**src/rtl/muldiv_unit_if.sv**
```systemverilog
// Issue/result bundle between the control unit and the multiply/divide unit.
interface muldiv_unit_if #(
  parameter int WIDTH = 32
);
  logic             start;
  logic [2:0]       op;
  logic [WIDTH-1:0] A;
  logic [WIDTH-1:0] B;
  logic             busy;
  logic             done;
  logic [WIDTH-1:0] hi;
  logic [WIDTH-1:0] lo;

  modport master (output start, op, A, B, input busy, done, hi, lo);
  modport slave  (input start, op, A, B, output busy, done, hi, lo);
endinterface

```
**src/rtl/muldiv_unit.sv**
```systemverilog
// Multi-cycle MULT/MULTU/DIV/DIVU/MTHI/MTLO unit with architectural HI/LO registers.
// Define MULDIV_FAST_MULT_EN to compute MULT/MULTU with a single-cycle multiplier.
module muldiv_unit #(
  parameter int WIDTH = 32
) (
  input  logic          clk,
  input  logic          rstn,
  muldiv_unit_if.slave  bus
);
  localparam int CW = (WIDTH > 1) ? $clog2(WIDTH) : 1;

  typedef enum logic [1:0] {IDLE, CALC, FIX} state_t;

  state_t             state_reg;
  logic               is_div_reg;
  logic               neg_q_reg;
  logic               neg_r_reg;
  logic [WIDTH-1:0]   a_raw_reg;
  logic [WIDTH-1:0]   mag_a_reg;
  logic [WIDTH-1:0]   mag_b_reg;
  logic [2*WIDTH-1:0] acc_reg;
  logic [CW-1:0]      cnt_reg;
  logic               busy_reg;
  logic               done_reg;
  logic [WIDTH-1:0]   hi_reg;
  logic [WIDTH-1:0]   lo_reg;

  // Operand magnitudes at issue; only MULT (000) and DIV (010) are signed.
  logic             sign_a_in, sign_b_in;
  logic [WIDTH-1:0] mag_a_in, mag_b_in;
  always_comb begin
    sign_a_in = ~bus.op[0] & bus.A[WIDTH-1];
    sign_b_in = ~bus.op[0] & bus.B[WIDTH-1];
    mag_a_in  = sign_a_in ? (-bus.A) : bus.A;
    mag_b_in  = sign_b_in ? (-bus.B) : bus.B;
  end

  // One iteration: shift-add for multiply, restoring shift-subtract for divide.
  logic [WIDTH:0]     mul_sum, div_sh, div_diff;
  logic [2*WIDTH-1:0] acc_step;
  always_comb begin
    mul_sum  = {1'b0, acc_reg[2*WIDTH-1:WIDTH]} + {1'b0, (acc_reg[0] ? mag_a_reg : {WIDTH{1'b0}})};
    div_sh   = {acc_reg[2*WIDTH-1:WIDTH], acc_reg[WIDTH-1]};
    div_diff = div_sh - {1'b0, mag_b_reg};
    if (is_div_reg) begin
      if (div_diff[WIDTH]) acc_step = {div_sh[WIDTH-1:0], acc_reg[WIDTH-2:0], 1'b0};
      else                 acc_step = {div_diff[WIDTH-1:0], acc_reg[WIDTH-2:0], 1'b1};
    end else begin
      acc_step = {mul_sum, acc_reg[WIDTH-1:1]};
    end
  end

  logic [2*WIDTH-1:0] prod, prod_fix;
  logic [WIDTH-1:0]   q_fix, r_fix;
  always_comb begin
`ifdef MULDIV_FAST_MULT_EN
    prod = {{WIDTH{1'b0}}, mag_a_reg} * {{WIDTH{1'b0}}, mag_b_reg};
`else
    prod = acc_reg;
`endif
    prod_fix = neg_q_reg ? (-prod) : prod;
    q_fix    = neg_q_reg ? (-acc_reg[WIDTH-1:0]) : acc_reg[WIDTH-1:0];
    r_fix    = neg_r_reg ? (-acc_reg[2*WIDTH-1:WIDTH]) : acc_reg[2*WIDTH-1:WIDTH];
  end

  always_ff @(posedge clk or negedge rstn) begin
    if (!rstn) begin
      state_reg  <= IDLE;
      is_div_reg <= 1'b0;
      neg_q_reg  <= 1'b0;
      neg_r_reg  <= 1'b0;
      a_raw_reg  <= '0;
      mag_a_reg  <= '0;
      mag_b_reg  <= '0;
      acc_reg    <= '0;
      cnt_reg    <= '0;
      busy_reg   <= 1'b0;
      done_reg   <= 1'b0;
      hi_reg     <= '0;
      lo_reg     <= '0;
    end else begin
      done_reg <= 1'b0;
      case (state_reg)
        IDLE: begin
          if (bus.start) begin
            if (!bus.op[2]) begin
              is_div_reg <= bus.op[1];
              neg_q_reg  <= sign_a_in ^ sign_b_in;
              neg_r_reg  <= sign_a_in;
              a_raw_reg  <= bus.A;
              mag_a_reg  <= mag_a_in;
              mag_b_reg  <= mag_b_in;
              // Multiplier sits in the low half for multiply, dividend for divide.
              acc_reg    <= {{WIDTH{1'b0}}, (bus.op[1] ? mag_a_in : mag_b_in)};
              cnt_reg    <= CW'(WIDTH - 1);
              busy_reg   <= 1'b1;
`ifdef MULDIV_FAST_MULT_EN
              state_reg  <= bus.op[1] ? CALC : FIX;
`else
              state_reg  <= CALC;
`endif
            end else if (!bus.op[1]) begin
              if (bus.op[0]) lo_reg <= bus.A;
              else           hi_reg <= bus.A;
            end
          end
        end
        CALC: begin
          acc_reg <= acc_step;
          cnt_reg <= cnt_reg - CW'(1);
          if (cnt_reg == '0) state_reg <= FIX;
        end
        FIX: begin
          if (is_div_reg) begin
            if (mag_b_reg == '0) begin
              hi_reg <= a_raw_reg;
              lo_reg <= '1;
            end else begin
              hi_reg <= r_fix;
              lo_reg <= q_fix;
            end
          end else begin
            {hi_reg, lo_reg} <= prod_fix;
          end
          done_reg  <= 1'b1;
          busy_reg  <= 1'b0;
          state_reg <= IDLE;
        end
        default: state_reg <= IDLE;
      endcase
    end
  end

  assign bus.busy = busy_reg;
  assign bus.done = done_reg;
  assign bus.hi   = hi_reg;
  assign bus.lo   = lo_reg;
endmodule

```
**src/flat_wrapper.sv**
```systemverilog
// flat-port wrapper written by rule: the top's interface ports become plain ports
module muldiv_unit_flat 
#(
  parameter int WIDTH = 32
)
  (clk, rstn, bus_start, bus_op, bus_A, bus_B, bus_busy, bus_done, bus_hi, bus_lo);
  muldiv_unit_if #(.WIDTH(WIDTH)) bus_i ();
  input  logic clk;
  input  logic rstn;
  input wire logic [$bits(bus_i.start)-1:0] bus_start;
  input wire logic [$bits(bus_i.op)-1:0] bus_op;
  input wire logic [$bits(bus_i.A)-1:0] bus_A;
  input wire logic [$bits(bus_i.B)-1:0] bus_B;
  output wire logic [$bits(bus_i.busy)-1:0] bus_busy;
  output wire logic [$bits(bus_i.done)-1:0] bus_done;
  output wire logic [$bits(bus_i.hi)-1:0] bus_hi;
  output wire logic [$bits(bus_i.lo)-1:0] bus_lo;
  assign bus_i.start = bus_start;
  assign bus_i.op = bus_op;
  assign bus_i.A = bus_A;
  assign bus_i.B = bus_B;
  assign bus_busy = bus_i.busy;
  assign bus_done = bus_i.done;
  assign bus_hi = bus_i.hi;
  assign bus_lo = bus_i.lo;
  muldiv_unit #(.WIDTH(WIDTH)) u_core (.clk(clk), .rstn(rstn), .bus(bus_i));
endmodule
```
**config.mk**
```make
export PLATFORM = sky130hd
export DESIGN_NAME = muldiv_unit_flat
export DESIGN_NICKNAME = d
export VERILOG_FILES = /design/src/rtl/muldiv_unit_if.sv /design/src/rtl/muldiv_unit.sv /design/src/flat_wrapper.sv
export SDC_FILE = /design/constraint.sdc
export NUM_CORES = 1
export LEC_CHECK = 0
export BUFFER_PORTS_ARGS = -buffer_cell sky130_fd_sc_hd__buf_4
export CAP_MARGIN = 25
export CORE_MARGIN = 8
export CORE_UTILIZATION = 45
export CTS_BUF_LIST = sky130_fd_sc_hd__clkbuf_16
export DETAILED_ROUTE_END_ITERATION = 10
export PLACE_DENSITY = 0.6
export SETUP_SLACK_MARGIN = 0.02
export SYNTH_ARGS = -nofsm -noshare
export SYNTH_HDL_FRONTEND = slang
export SYNTH_SLANG_ARGS = --single-unit
export TNS_END_PERCENT = 100
```
**constraint.sdc**
```tcl
create_clock -name clk -period 6.35 [get_ports clk]
set_input_delay 0.3175 -clock clk [delete_from_list [all_inputs] [get_ports clk]]
set_output_delay 0.3175 -clock clk [all_outputs]
set_load 0.05 [all_outputs]
```
Word level (Yosys, flattened, before mapping)
Cells that the tools add are included.
Storage, ports and cells
  register bits: 236
  bits in latches: 0
  RAM bits: 0
  ROM bits: 0
  input port bits: 70
  word-level logic and storage cells: 83
  memories: 0
Operators by class
  add/subtract/negate cells: 8
  multipliers: 0
  divide/modulo/power cells: 0
  magnitude comparators: 0
  equal/unequal tests: 9
  shifts and indexed selects: 0
  mux-type cells: 37
  bitwise operators: 5
  reductions and logical operators: 11
Operators with widths (number)
  2-to-1 mux 32 bit: 18
  2-to-1 mux 64 bit: 5
  negation 32 bit: 4
  one-hot mux 32 bit (2 select lines): 2
  one-hot mux 64 bit (2 select lines): 1
  negation 64 bit: 1
  adder 32 x 32 -> 33 bit: 1
  subtractor 33 x 32 -> 33 bit: 1
  zero test 32 bit: 1
  inequality test 2 bit (second input constant): 6
  AND reduction 3 bit: 4
  2-to-1 mux 5 bit: 2
  one-hot mux 5 bit (2 select lines): 1
  AND reduction 5 bit: 2
  2-to-1 mux 2 bit: 3
  zero test 5 bit: 1
  subtractor 5 x 1 -> 5 bit (second input constant): 1
  one-hot mux 2 bit (2 select lines): 1
  nonzero test 2 bit: 2
  2-to-1 mux 1 bit: 3
  AND 1 bit: 2
  equality test 2 x 1 -> 1 bit (second input constant): 1
  equality test 2 bit (second input constant): 1
  zero test 2 bit: 1
  other kinds (4): 5

Depth between registers and ports, before layout
  depth in word-level cells: 7
  gate-level depth with buffers: 15
  gate-level depth less buffers: 13

Worst setup path before layout
No wires, ideal clock.
  path kind: flip-flop to flip-flop
  from: register u_core.acc_reg[31]
  to: register u_core.acc_reg[51]
  setup time: 0.133 ns
  arrival: 3.161 ns
  data required time: 6.217 ns
  setup slack: 3.055 ns
  stages on the path, launching flop included: 14
  path buffers: 1
  clock period less this slack: 3.295 ns
  path through: dfrtp_1 > inv_1 > ha_1 > fa_1 > nand2b_1 > a21oi_1 > o41ai_1 > o21ai_0 > o21ai_0 > o21ai_0 > xor2_1 > clkbuf_1 > mux2i_1 > o21ai_0
Between the ends
  longest elaborated chain between the ends: 4
Ends and longest elaborated chain
  start, declared: RTL line muldiv_unit.sv:21  | logic [2*WIDTH-1:0] acc_reg;
  start signal, assigned: RTL line muldiv_unit.sv:94  | acc_reg <= {{WIDTH{1'b0}}, (bus.op[1] ? mag_a_in : mag_b_in)};
  start signal, assigned: RTL line muldiv_unit.sv:109  | acc_reg <= acc_step;
  subtractor 33 x 32 -> 33 bit: RTL line muldiv_unit.sv:44  | div_diff = div_sh - {1'b0, mag_b_reg};
  2-to-1 mux 64 bit: RTL line muldiv_unit.sv:46  | if (div_diff[WIDTH]) acc_step = {div_sh[WIDTH-1:0], acc_reg[WIDTH-2:0], 1'b0};
  2-to-1 mux 64 bit: RTL line muldiv_unit.sv:45  | if (is_div_reg) begin
  one-hot mux 64 bit (2 select lines): RTL line muldiv_unit.sv:83  | case (state_reg)
No other way between the ends.
A chain may end at the register's enable or synchronous reset.

Worst setup path after layout
  from: register u_core.acc_reg[31]
  to: register u_core.acc_reg[63]
The elaborated chain is that of the path after synthesis.

==> impl_metrics.json <==
{
  "status": "complete, no violations",
  "synth_area_leaders": "dfrtp_1, o21ai_0, nand2_1, xnor2_1, ha_1",
  "grt_pass1_vias": 16800,
  "clkTransAtPathRegs_ns": 0.06,
  "cts-root-buf": "clkbuf_16",
  "hold_violations": 0,
  "fin_crit_ns": 4.51,
  "grt_max_degree": 145,
  "leakage_nw": 8.76,
  "p_total_w": 0.0127,
  "route.detailed.drc": 0,
  "placed_area_sq_um": 19100,
  "drtIter0Drc": 1535,
  "r2r_start": "u_core.acc_reg[31]",
  "rows": 73,
  "final_area_sq_um": 20100,
  "avgSynthCellArea_sq_um": 7.97,
  "antenna_found_initial": 0,
  "ant_nets": 0,
  "dieHeight_um": 215,
  "ios": 136,
  "dp_hpwl_um": 49500,
  "yosys-top-cells-count": "nand2_1, o21ai_0, dfrtp_1, a21oi_1, nor2_1",
  "cp-endpoint": "u_core.acc_reg[63]",
  "p_int_w": 0.00630,
  "synth-edff-count": 0,
  "nNetsFinal": 2412,
  "cp_data_required_time_ns": 6.79,
  "grt-ovfl-total": 0,
  "critPathMaxFanout": 21,
  "viasPerCell": 6.05,
  "arrival_ns": 4.95,
  "critical_path_class": "reg -> reg",
  "cts_buffers": 29,
  "worstMarginPinSlew_ns": 1.14,
  "crit_path_start_kind": "flop",
  "cts.sinks": 235,
  "yosysSeqAreaShare": 0.329,
  "grt_pass1_wl_um": 102000,
  "ir_drop_uv": 494,
  "hold_path_class": "in -> reg",
  "cap_violations": 0,
  "ys.flop_type": "dfrtp_1",
  "ctsLongestPathBuffers": 3,
  "clock_latency_ns": 0.58,
  "cts_setup_buffers": 0,
  "place.gp.congestion": 0.924,
  "drtPass1Iterations": 7,
  "clkPwrFrac": 0.138,
  "fin_skew_ns": 0.0116,
  "async_flop_share": 1.00,
  "yosys_warnings": 0,
  "synth_area_leader_cell": "dfrtp_1",
  "power_switching_w": 0.00643,
  "p_per_area_nw_per_um2": 632,
  "die_w_um": 215,
  "die_area_sq_um": 46400,
  "final_util": 0.510,
  "routed_wirelength_um": 65900,
  "pwr-share-seq": 0.254,
  "reg2reg_slack_ns": 1.84,
  "drive_above_1_share": 0.111,
  "synth_top_area_frac": 0.329,
  "syn_to_final_growth_pct": 12.6,
  "syn-num-nets": 2384,
  "synth.cell_area_sq_um": 17900,
  "htreeDepth": 1,
  "setup_viol": 0,
  "end_kind": "flop",
  "timing_max_transition_violations_final": 0,
  "clock.fmax_mhz": 222,
  "via_count": 17100,
  "synth_cell_types": 80,
  "wl_per_cell_um": 23.4,
  "swShare": 0.505,
  "largest_reg_flops": 64,
  "nFillCells": 3888,
  "ys_ff_latch": 235,
  "port_buffers": 135,
  "startpoint": "u_core.acc_reg[31]",
  "syn_inst": 2242,
  "r2r-end": "u_core.acc_reg[63]",
  "reg2regPathDepth": 13,
  "cts_tree": "built",
  "min_period_over_period": 0.710,
  "rsz0062_at_grt": "false",
  "pwr-share-comb": 0.608,
  "grt_use_total": 0.276,
  "fin_setup_tns_ns": 0,
  "synth.most_common_cell": "nand2_1",
  "maxSlewHeadroom": 0.240,
  "start_util": 0.453,
  "coreArea_sq_um": 39500
}
[what timing repair did]
item	CTS	global route
resized for setup	0	0
hold endpoints to repair	94	0
hold buffers	4	0
[cells in the final DEF, fill, tap and decap left out, types with 52 or more instances in the layout]
cell,synthesis,routed
ha_1,70,70
mux2i_1,74,74
xor2_1,97,96
dfrtp_1,235,233
o22ai_1,52,52
xnor2_1,109,109
o21ai_0,263,263
buf_4,0,154
nand2_1,342,341
nor2_1,154,150
a21oi_1,156,156
inv_1,69,70
[layout make-up]
cell class / count / area, sq um / area share
multi-input cells: 1773 / 11100 / 0.550
flip-flops and latches: 235 / 5890 / 0.292
repair buffers: 161 / 1260 / 0.0625
clock buffers: 29 / 726 / 0.0360
well taps: 525 / 657 / 0.0326
clock inverters: 25 / 269 / 0.0134
inverters: 70 / 263 / 0.0130
diodes: 1 / 2.50 / 0.000124
[per-stage QoR]
step	setup WS, ns	hold WS (ns)	cells
2_1_floorplan	3.06	0.0219	2242
3_3_place_gp	2.07	0.398	2759
3_5_place_dp	1.90	0.398	2759
4_1_cts	1.85	0.00766	2817
5_1_grt	1.41	0.0263	2818
6_report	1.84	0.0298	2819
[critical path, cell delays in order (launching register included)]
cell	delay, ns
dfrtp_1	0.42
inv_1	0.13
ha_1	0.19
fa_1	0.22
nand2b_1	0.14
a21oi_1	0.10
o41ai_1	0.84
o21ai_0	0.29
o21ai_0	0.22
o21ai_0	0.28
xor2_4	0.76
buf_4	0.37
nor4b_1	0.29
o41ai_1	0.11
[per-layer routing]
| metal | GRT usage | share of wire | vias to the layer above |
|---|---|---|---|
| li1 | - | - | 7999 |
| met4 | 0.131 | 0.054 | 0 |
| met5 | 0 | 0 | - |
| met3 | 0.0496 | 0.067 | 165 |
| met2 | 0.440 | 0.46 | 618 |
| met1 | 0.359 | 0.42 | 8286 |
[worst min-delay path by stage]
stage	slack, ns	depth (start not counted)	startpoint	to
after floorplan	0.02	0	rstn	u_core.a_raw_reg[10]
after global placement	0.40	1	rstn	u_core.acc_reg[58]
after detailed placement	0.40	1	rstn	u_core.acc_reg[58]
after CTS	0.008	3	bus_A[15]	u_core.a_raw_reg[15]
after global routing	0.03	3	bus_A[15]	u_core.a_raw_reg[15]
final	0.03	3	bus_A[15]	u_core.a_raw_reg[15]
[power by group through the flow]
stage | registers [W] | clock network (W) | logic (W)
floorplan | 0.00325 | 0 | 0.00554
global placement | 0.00321 | 0 | 0.00759
detailed placement | 0.00324 | 0 | 0.00769
CTS | 0.00322 | 0.00178 | 0.00771
global route | 0.00331 | 0.00183 | 0.00858
finish | 0.00323 | 0.00176 | 0.00774
[kinds of logic after synthesis]
| logic type | after synthesis | share of synthesized area |
|---|---|---|
| AO/OA/AOI/OAI | 688 | 0.233 |
| XOR/XNOR | 206 | 0.101 |
| adder cells (fa/ha/maj) | 72 | 0.0512 |
| buffers and inverters | 234 | 0.0547 |
| flip-flops | 235 | 0.329 |
| multiplexers | 77 | 0.0433 |
| AND/OR/NAND/NOR | 730 | 0.188 |
Note: power is estimated with default switching activity, not from simulation.
